**config.mk**
```make
export PLATFORM = sky130hd
export DESIGN_NAME = iomem_count_master
export DESIGN_NICKNAME = d
export VERILOG_FILES = /design/src/rtl/iomem_count_master.sv
export SDC_FILE = /design/constraint.sdc
export NUM_CORES = 1
export LEC_CHECK = 0
export BUFFER_PORTS_ARGS = -buffer_cell sky130_fd_sc_hd__buf_2
export CAP_MARGIN = 15
export CORE_ASPECT_RATIO = 1.1
export CORE_MARGIN = 5
export CORE_UTILIZATION = 50
export CTS_CLUSTER_SIZE = 40
export DETAILED_ROUTE_END_ITERATION = 12
export PLACE_DENSITY = 0.79
export SYNTH_ARGS = -nofsm -noshare
export SYNTH_HDL_FRONTEND = slang
export SYNTH_SLANG_ARGS = --single-unit
```
**constraint.sdc**
```tcl
create_clock -name clk -period 2.9 [get_ports clk]
set_clock_uncertainty 0.15 [all_clocks]
set_input_delay 0.435 -clock clk [delete_from_list [all_inputs] [get_ports clk]]
set_output_delay 0.435 -clock clk [all_outputs]
set_load 0.01 [all_outputs]
```
**src/rtl/iomem_count_master.sv**
```systemverilog
// -----------------------------------------------------------------------------
// iomem_count_master
//
// Autonomous initiator on the PicoSoC iomem valid/ready bus. Every TICK_CYCLES
// clocks it reads the GPIO status word (bit0 second_toggle, bit1 UP_DOWN,
// bit2 START_STOP). When START_STOP is set it steps a 16-bit counter up or
// down (modulo 2^16) and writes the new value to GPIO[15:0], which drives the
// display. The CPU is no longer involved in the counting loop.
//
// Parameters
//   TICK_CYCLES : clk cycles between counting ticks (must be >= 2)
//   GPIO_ADDR   : address used for both the status read and the count write
//   TIMEOUT     : cycles valid may wait for ready before the access is dropped
//   COUNT_INIT  : counter value after reset
//
// Ports
//   clk          in   system clock, all logic on posedge
//   reset        in   synchronous active-high reset
//   enable       in   1 = ticks may request a transaction; 0 = ticks ignored
//   iomem_valid  out  request valid
//   iomem_ready  in   responder acknowledge (one-cycle pulse)
//   iomem_wstrb  out  byte strobes, 4'b0000 = read
//   iomem_addr   out  request address
//   iomem_wdata  out  write data
//   iomem_rdata  in   read data, valid in the ready cycle
//   count        out  last acknowledged count value
//   busy         out  high whenever the sequencer is not idle
//   err          out  sticky, set when a transaction times out
//   overrun      out  sticky, set when a tick is dropped
//   err_clr      in   single-cycle pulse clearing err and overrun
// -----------------------------------------------------------------------------
module iomem_count_master #(
    parameter int unsigned TICK_CYCLES = 32'd16000000,
    parameter logic [31:0] GPIO_ADDR   = 32'h0300_0000,
    parameter int unsigned TIMEOUT     = 32'd64,
    parameter logic [15:0] COUNT_INIT  = 16'h0000
) (
    input  logic        clk,
    input  logic        reset,
    input  logic        enable,
    output logic        iomem_valid,
    input  logic        iomem_ready,
    output logic [3:0]  iomem_wstrb,
    output logic [31:0] iomem_addr,
    output logic [31:0] iomem_wdata,
    input  logic [31:0] iomem_rdata,
    output logic [15:0] count,
    output logic        busy,
    output logic        err,
    output logic        overrun,
    input  logic        err_clr
);

    localparam int unsigned TICK_W = (TICK_CYCLES > 32'd2) ? $clog2(TICK_CYCLES) : 32'd1;
    localparam int unsigned WAIT_W = (TIMEOUT > 32'd2) ? $clog2(TIMEOUT) : 32'd1;
    localparam logic [TICK_W-1:0] TICK_RELOAD  = TICK_W'(TICK_CYCLES - 32'd1);
    localparam logic [WAIT_W-1:0] TIMEOUT_LAST = WAIT_W'(TIMEOUT - 32'd1);

    typedef enum logic [1:0] {
        ST_IDLE = 2'd0,
        ST_RD   = 2'd1,
        ST_EVAL = 2'd2,
        ST_WR   = 2'd3
    } state_t;

    // Sequencer state
    state_t              state_q,    state_d;
    logic [TICK_W-1:0]   tick_cnt_q, tick_cnt_d;
    logic                pending_q,  pending_d;
    logic [WAIT_W-1:0]   wait_q,     wait_d;
    logic [2:0]          stat_q,     stat_d;

    // Registered outputs
    logic                valid_q,    valid_d;
    logic [3:0]          wstrb_q,    wstrb_d;
    logic [31:0]         addr_q,     addr_d;
    logic [31:0]         wdata_q,    wdata_d;
    logic [15:0]         count_q,    count_d;
    logic                busy_q,     busy_d;
    logic                err_q,      err_d;
    logic                overrun_q,  overrun_d;

    // Combinational helpers
    logic                tick_s;
    logic                start_s;
    logic                timeout_s;
    logic                drop_s;
    logic [15:0]         next_count_s;

    // Only the three status bits are meaningful; second_toggle is captured but
    // has no effect on counting.
    logic                unused_bits_s;
    assign unused_bits_s = ^{iomem_rdata[31:3], stat_q[0]};

    // Free-running tick generator: pulses for one cycle at zero, then reloads.
    always_comb begin
        tick_s = (tick_cnt_q == {TICK_W{1'b0}});
        if (tick_s) begin
            tick_cnt_d = TICK_RELOAD;
        end else begin
            tick_cnt_d = tick_cnt_q - TICK_W'(1'b1);
        end
    end

    // Sequencer next-state: status read, evaluate, count write, with timeout.
    always_comb begin
        state_d   = state_q;
        wait_d    = wait_q;
        stat_d    = stat_q;
        count_d   = count_q;
        start_s   = 1'b0;
        timeout_s = 1'b0;
        if (stat_q[1]) begin
            next_count_s = count_q + 16'd1;
        end else begin
            next_count_s = count_q - 16'd1;
        end
        case (state_q)
            ST_IDLE: begin
                wait_d = {WAIT_W{1'b0}};
                if (pending_q) begin
                    start_s = 1'b1;
                    state_d = ST_RD;
                end else begin
                    state_d = ST_IDLE;
                end
            end
            ST_RD: begin
                // ready is tested before expiry so a last-cycle ack still wins
                if (iomem_ready) begin
                    stat_d  = iomem_rdata[2:0];
                    state_d = ST_EVAL;
                end else if (wait_q == TIMEOUT_LAST) begin
                    timeout_s = 1'b1;
                    state_d   = ST_IDLE;
                end else begin
                    wait_d = wait_q + WAIT_W'(1'b1);
                end
            end
            ST_EVAL: begin
                wait_d = {WAIT_W{1'b0}};
                if (stat_q[2]) begin
                    state_d = ST_WR;
                end else begin
                    state_d = ST_IDLE;
                end
            end
            ST_WR: begin
                // the value being written is held in wdata_q; commit it on ack
                if (iomem_ready) begin
                    count_d = wdata_q[15:0];
                    state_d = ST_IDLE;
                end else if (wait_q == TIMEOUT_LAST) begin
                    timeout_s = 1'b1;
                    state_d   = ST_IDLE;
                end else begin
                    wait_d = wait_q + WAIT_W'(1'b1);
                end
            end
            default: begin
                state_d = ST_IDLE;
                wait_d  = {WAIT_W{1'b0}};
            end
        endcase
    end

    // Pending tick latch and the two sticky status flags (set beats clear).
    always_comb begin
        // A tick is only dropped if the pending one is not being consumed now.
        drop_s = tick_s & enable & pending_q & ~start_s;
        if (tick_s && enable) begin
            pending_d = 1'b1;
        end else if (start_s) begin
            pending_d = 1'b0;
        end else begin
            pending_d = pending_q;
        end
        if (timeout_s) begin
            err_d = 1'b1;
        end else if (err_clr) begin
            err_d = 1'b0;
        end else begin
            err_d = err_q;
        end
        if (drop_s) begin
            overrun_d = 1'b1;
        end else if (err_clr) begin
            overrun_d = 1'b0;
        end else begin
            overrun_d = overrun_q;
        end
    end

    // Bus outputs derived from the next state so they are registered and
    // stay constant for the whole time valid is high.
    always_comb begin
        valid_d = (state_d == ST_RD) || (state_d == ST_WR);
        busy_d  = (state_d != ST_IDLE);
        if (valid_d) begin
            addr_d = GPIO_ADDR;
        end else begin
            addr_d = 32'h0000_0000;
        end
        if (state_d == ST_WR) begin
            wstrb_d = 4'b0011;
            if (state_q == ST_EVAL) begin
                wdata_d = {16'h0000, next_count_s};
            end else begin
                wdata_d = wdata_q;
            end
        end else begin
            wstrb_d = 4'b0000;
            wdata_d = 32'h0000_0000;
        end
    end

    // State and output registers with synchronous reset.
    always_ff @(posedge clk) begin
        if (reset) begin
            state_q    <= ST_IDLE;
            tick_cnt_q <= TICK_RELOAD;
            pending_q  <= 1'b0;
            wait_q     <= {WAIT_W{1'b0}};
            stat_q     <= 3'b000;
            valid_q    <= 1'b0;
            wstrb_q    <= 4'b0000;
            addr_q     <= 32'h0000_0000;
            wdata_q    <= 32'h0000_0000;
            count_q    <= COUNT_INIT;
            busy_q     <= 1'b0;
            err_q      <= 1'b0;
            overrun_q  <= 1'b0;
        end else begin
            state_q    <= state_d;
            tick_cnt_q <= tick_cnt_d;
            pending_q  <= pending_d;
            wait_q     <= wait_d;
            stat_q     <= stat_d;
            valid_q    <= valid_d;
            wstrb_q    <= wstrb_d;
            addr_q     <= addr_d;
            wdata_q    <= wdata_d;
            count_q    <= count_d;
            busy_q     <= busy_d;
            err_q      <= err_d;
            overrun_q  <= overrun_d;
        end
    end

    assign iomem_valid = valid_q;
    assign iomem_wstrb = wstrb_q;
    assign iomem_addr  = addr_q;
    assign iomem_wdata = wdata_q;
    assign count       = count_q;
    assign busy        = busy_q;
    assign err         = err_q;
    assign overrun     = overrun_q;

endmodule

```
=== Yosys cells after proc, flatten, opt, wreduce, memory -nomap -nowiden ===
Index checks and enable logic that the tools add are counted.

* Input port bits: 37
* Output and inout bits: 88
* Register bits after elaboration: 108
* Logic and storage cells: 67

* Equality and inequality tests: 8
* Reduce and logical (&&, ||, !) cells: 15
* $add $sub $neg: 4
* Multiplexer cells: 22
* Bitwise logic cells: 5

{| class="wikitable"
|+ Operators by type and width
! operator !! count
|-
| 26-bit two-way mux || 1
|-
| 24-bit logical NOT || 1
|-
| 24-bit by 1-bit subtractor with 24-bit output, second input constant || 1
|-
| 16-bit by 1-bit adder with 16-bit output, second input constant || 1
|-
| 16-bit two-way mux || 1
|-
| 16-bit by 1-bit subtractor with 16-bit output, second input constant || 1
|-
| 6-bit two-way mux || 2
|-
| 6-bit one-hot mux with 2 select lines || 1
|-
| 1-bit two-way mux || 11
|-
| 2-bit two-way mux || 5
|-
| 2-bit one-hot mux with 4 select lines || 1
|-
| 2-bit nonzero test || 4
|-
| 2-bit OR reduction || 4
|-
| 6-bit by 1-bit adder with 6-bit output, second input constant || 1
|-
| 2-bit equality test, second input constant || 3
|-
| 6-bit equality test, second input constant || 1
|-
| 2-bit AND reduction || 3
|-
| 2-bit by 1-bit equality test with 1-bit output, second input constant || 2
|-
| 2-bit != test, second input constant || 2
|-
| 1-bit bitwise AND || 3
|-
| 2-bit logical NOT || 1
|-
| 1-bit NOT || 2
|-
| 1-bit logical AND || 1
|-
| 1-bit logical OR || 1
|}

=== Depth between registers and ports, before layout ===
* Depth after elaboration: 7
* Mapped depth: 9
* Depth with buffers taken out: 8

=== Worst setup path before layout ===
OpenSTA, ideal clock, no wires.

* Kind: reg2reg
* Start: register stat_q[1]
* End: register wdata_q[15], in the netlist iomem_wdata[15]
* Arrival time: 2.322 ns
* Clock period less this slack: 2.596 ns
* Path buffers: 0
* Path slack: 0.304 ns
* Cell stages (with the launch flop): 9
* Library setup time: 0.123 ns
* Cells stage by stage: dfxtp_1 inv_1 ha_1 a2111oi_0 o21ai_0 a31oi_1 a21oi_1 mux2i_1 or2_2

* Word-level cells in the longest chain between the ends: 1

{| class="wikitable"
|+ RTL lines
! element !! line !! RTL
|-
| start, declared || 71 || <nowiki>logic [2:0] stat_q, stat_d;</nowiki>
|-
| start signal, assigned || 238 || <nowiki>stat_q <= stat_d;</nowiki>
|-
| 16-bit two-way mux || 113 || <nowiki>if (stat_q[1]) begin</nowiki>
|-
| end signal, assigned || 242 || <nowiki>wdata_q <= wdata_d;</nowiki>
|-
| end, declared || 77 || <nowiki>logic [31:0] wdata_q, wdata_d;</nowiki>
|}

Every way passes these cells.
A chain may end at the register's enable or synchronous reset.

=== Worst setup path in the final report ===
Ends and elaborated chain as after synthesis.

==> qor_table.md <==
| Group | Item | This run |
| --- | --- | --- |
| outcome | Outcome | finished clean |
| clock tree | Post-CTS Setup Repair Bufs | 0 |
| floorplan | Core Area | 7510 sq um |
| clock tree | Root Driver | sky130_fd_sc_hd__clkbuf_8 |
| route | Total routed wire length on the met1 layer | 3.47 mm |
| route | Post-detailed-route wirelength per cell | 13.2 um |
| clock tree | Clock slew at reported path FFs | 0.08 ns |
| sta | Hold Fails Final Rpt | 0 |
| placement | Detailed placer's ending HPWL | 5.96 mm |
| sta | RSZ-0062 raised after global routing | false |
| critical path | Number of buffers and inverters on the critical path | 2 |
| synth | Seq cells post-synth | 71 |
| sta | Final setup fails | 0 |
| global routing | Antenna violations before repair | 0 |
| cells and area | Area growth from synthesis to layout | 9.19% |
| cells and area | Net total in the final layout | 562 |
| clock tree | H-tree Lvls | 3 |
| placement | Number of cells in the design after placement | 601 |
| placement | RD Place Congestion | 0.845 |
| synth | Yosys synthesis warning count | 0 |
| critical path | CP max stage delay | 0.37 ns |
| clock tree | Latest clock arrival within the worst-skew pair | 0.36 ns |
| floorplan | Die extent in y | 102 um |
| clock tree | TritonCTS clock tree | built |
| clock tree | TritonCTS buffer count | 9 |
| route | Antenna Nets Post-Route | 0 |
| clock tree | Clk buf depth | 2 |
| critical path | Worst endpoint data arrival time | 2.69 ns |
| synth | Count of flip-flops with a built-in enable after synthesis | 0 |
| critical path | Critical Path Sink Type | flip-flop |
| cells and area | Most used cells in the layout excluding fill and tap cells | 84 x sky130_fd_sc_hd__nand2_1, 71 x sky130_fd_sc_hd__dfxtp_1, 48 x sky130_fd_sc_hd__conb_1, 46 x sky130_fd_sc_hd__buf_2, 41 x sky130_fd_sc_hd__a21oi_1 |
| critical path | Crit start category | flip-flop |
| job | Max-capacitance violation count | 0 |
| synth | Proportion of synthesized chip area in sequential cells | 36.6% |
| cells and area | Ant. Diodes | 0 |
| sta | Post-route minimum period | 2.59 ns |
| min path | Number of cells traversed by the worst hold path | 3 |
| sta | Post-Route Setup TNS | 0 ns |
| floorplan | Effective utilization at floorplan | 51.6% |
| synth | Post-synthesis instance area | 3880 sq um |
| route | Residual DRC count | 0 |
| route | Detailed router's first-iteration violation count | 127 |
| power | Power density over cell area | 440 nW/um^2 |
| min path | Start point of the worst hold path | iomem_rdata[2] |
| sta | Final period util | 89.4% |
| critical path | Critical path cell sequence | inv_1 > buf_4 > ha_1 > a21o_1 > a31o_2 > a31oi_1 > a21oi_1 > mux2i_1 > or2_2 |
| sta | Number of pins with negative max-slew slack in the final report | 0 |
| floorplan | I/O pin count | 125 |
| route | Vias per std cell | 5.09 |
| critical path | Number of cells on the worst reg-to-reg path | 9 |
| critical path | Crit path kind | reg -> reg |
| global routing | Overall track demand over capacity in global routing | 17.5% |
| synth | Share of async-settable or async-resettable flops after synthesis | 0% |
| route | Total Wirelength | 8.16 mm |
| placement | Placed cell areas | 4020 sq um |
| critical path | Critical path required time | 3.00 ns |
| critical path | Launch instance of the worst register-to-register path | stat_q[1] |
| floorplan | Number of rows in the core area | 33 |
| global routing | Vias in the first global route | 3028 |
| route | Max Used Layer | met4 |
| critical path | Endpoint of the lowest-slack register-to-register path | iomem_wdata[15] |
| cells and area | Core occupancy in the finished layout | 56.4% |
| min path | End of the worst hold path | stat_q[2] |
| sta | Worst Tran Pin Value | 0.741 ns |
| route | Met3 routed wirelength | 395 um |
| global routing | First-pass GRT wire length | 13.5 mm |
| cells and area | Fin cells | 617 |
| clock tree | Number of sinks driven by the clock tree | 71 |
| synth | Commonest register cell after synthesis | sky130_fd_sc_hd__dfxtp_1 |
| power | Peak supply drop | 0.233 mV |
| floorplan | Horizontal die dimension | 94.0 um |
| floorplan | Die footprint | 9630 sq um |
| route | Detailed route wirelength on metal2 | 4.16 mm |
| power | Leakage power figure | 1.80 nW |
| placement | Port bufs | 46 |
| synth | Synth cell types | 54 |
| critical path | Slowest-stage cell, CP | sky130_fd_sc_hd__dfxtp_1 |
| cells and area | Fraction of layout instances using a drive strength above 1 | 16.4% |
| sta | Tightest slew margin relative to the limit | 50.6% |
| synth | Per-instance average area after synthesis | 8.38 sq um |
| global routing | Maximum number of pins on one net before global-route repair | 27 |
| global routing | Global route total overflow | 0 |
| cells and area | Leading cell type in the layout, fill and taps excluded | sky130_fd_sc_hd__nand2_1 |
| min path | Hold WC Path Type | in -> reg |
| route | Number of optimization iterations in the first detailed-route pass | 4 |
| route | Via total after detailed routing | 3138 |
| cells and area | Final standard cell area without fillers | 4240 sq um |
| critical path | Delay-heaviest family, CP | compound AO/OA/AOI/OAI gates |
| sta | Peak Freq | 0.386 GHz |
| synth | Synth Instances | 463 |
| clock tree | Count of hold buffers inserted by post-cts repair | 0 |
| critical path | Top fanout value on the critical path | 9 |
| critical path | Worst R2R Setup Slack | 0.31 ns |
## synthesized netlist by cell type, types with 4 or more instances
library cell               count  area [sq um]
sky130_fd_sc_hd__a211oi_1      5          37.5
sky130_fd_sc_hd__a21o_1        7          52.6
sky130_fd_sc_hd__a21oi_1      41           205
sky130_fd_sc_hd__a31oi_1       4          25.0
sky130_fd_sc_hd__buf_4        52           390
sky130_fd_sc_hd__clkbuf_1     14          52.6
sky130_fd_sc_hd__dfxtp_1      71          1420
sky130_fd_sc_hd__ha_1         17           213
sky130_fd_sc_hd__inv_1        10          37.5
sky130_fd_sc_hd__mux2i_1       6          60.1
sky130_fd_sc_hd__nand2_1      84           315
sky130_fd_sc_hd__nand3_1      10          50.1
sky130_fd_sc_hd__nand3b_1      5          37.5
sky130_fd_sc_hd__nand4_1       5          31.3
sky130_fd_sc_hd__nor2_1       25          93.8
sky130_fd_sc_hd__nor3_1        8          40.0
sky130_fd_sc_hd__o211ai_1      4          30.0
sky130_fd_sc_hd__o21ai_0      10          50.1
sky130_fd_sc_hd__or3_1         4          25.0
sky130_fd_sc_hd__xnor2_1      18           158
sky130_fd_sc_hd__xor2_1       14           123
## logic make-up after synthesis
logic type      after synthesis  share of synthesized area (%)
other cells                   1                         0.0966
simple gates                170                           21.5
buf+inv                      79                           12.9
mux                           6                           1.55
flops                        71                           36.6
compound gates               86                           14.1
fa+ha+maj                    18                           6.00
xor+xnor                     32                           7.22
## stage by stage
| step | power, mW | hold slack (ns) | setup slack (ns) |
|---|---|---|---|
| after floorplan | 1.10 | 0.247 | 0.304 |
| after global placement | 1.06 | 0.263 | 0.314 |
| after detailed placement | 1.07 | 0.269 | 0.240 |
| after CTS | 1.88 | 0.147 | 0.205 |
| after global routing | 1.94 | 0.172 | 0.0667 |
| final | 1.87 | 0.157 | 0.308 |
## report_power, final
part           leakage [nW]  internal (mW)  switching [mW]
sequential            0.573          0.978         0.00392
clock                 0.105          0.442           0.378
combinational          1.13         0.0110          0.0530
## registers in the layout, summed over array words and instances, names as in the netlist, 2 cells and up
name         count
iomem_wdata     16
wait_q           6
stat_q           2
count           16
tick_cnt_q      24
## routing by layer
metal / vias to the layer above / track usage, %
met5: - / 0
met4: 0 / 7.67
met3: 14 / 4.49
met2: 68 / 30.3
met1: 1480 / 20.4
li1: 1576 / -
## worst register-to-register path, delay by kind of cell, from the launching register on
kind	cells	cell delay, ns
simple gates	1	0.28
buf+inv	2	0.44
mux	1	0.12
compound gates	4	0.76
fa+ha+maj	1	0.36
flops	1	0.37
## how the worst max path moves through the flow
stage / from / to / slack [ns] / cells after the start
CTS: stat_q[1] / iomem_wdata[15] / 0.21 / 8
global route: stat_q[1] / iomem_wdata[15] / 0.07 / 8
detailed placement: stat_q[1] / iomem_wdata[15] / 0.24 / 8
finish: stat_q[1] / iomem_wdata[15] / 0.31 / 9
floorplan: stat_q[1] / iomem_wdata[15] / 0.30 / 8
global placement: stat_q[1] / iomem_wdata[15] / 0.31 / 8
## cell type report
class	count	area, sq um
clock buffer	11	151
multi-input combinational	360	2140
timing repair buffer	55	298
sequential	71	1420
clock inverter	5	56.3
inverter	10	37.5
fill	712	3280
tap	105	131
## what timing repair did
| action | CTS | global route |
|---|---|---|
| endpoints found under the setup margin | 0 | 2 |
| hold endpoints to repair | 0 | 0 |
| resized for setup | 0 | 3 |
Power figures use the tool's default switching activity.
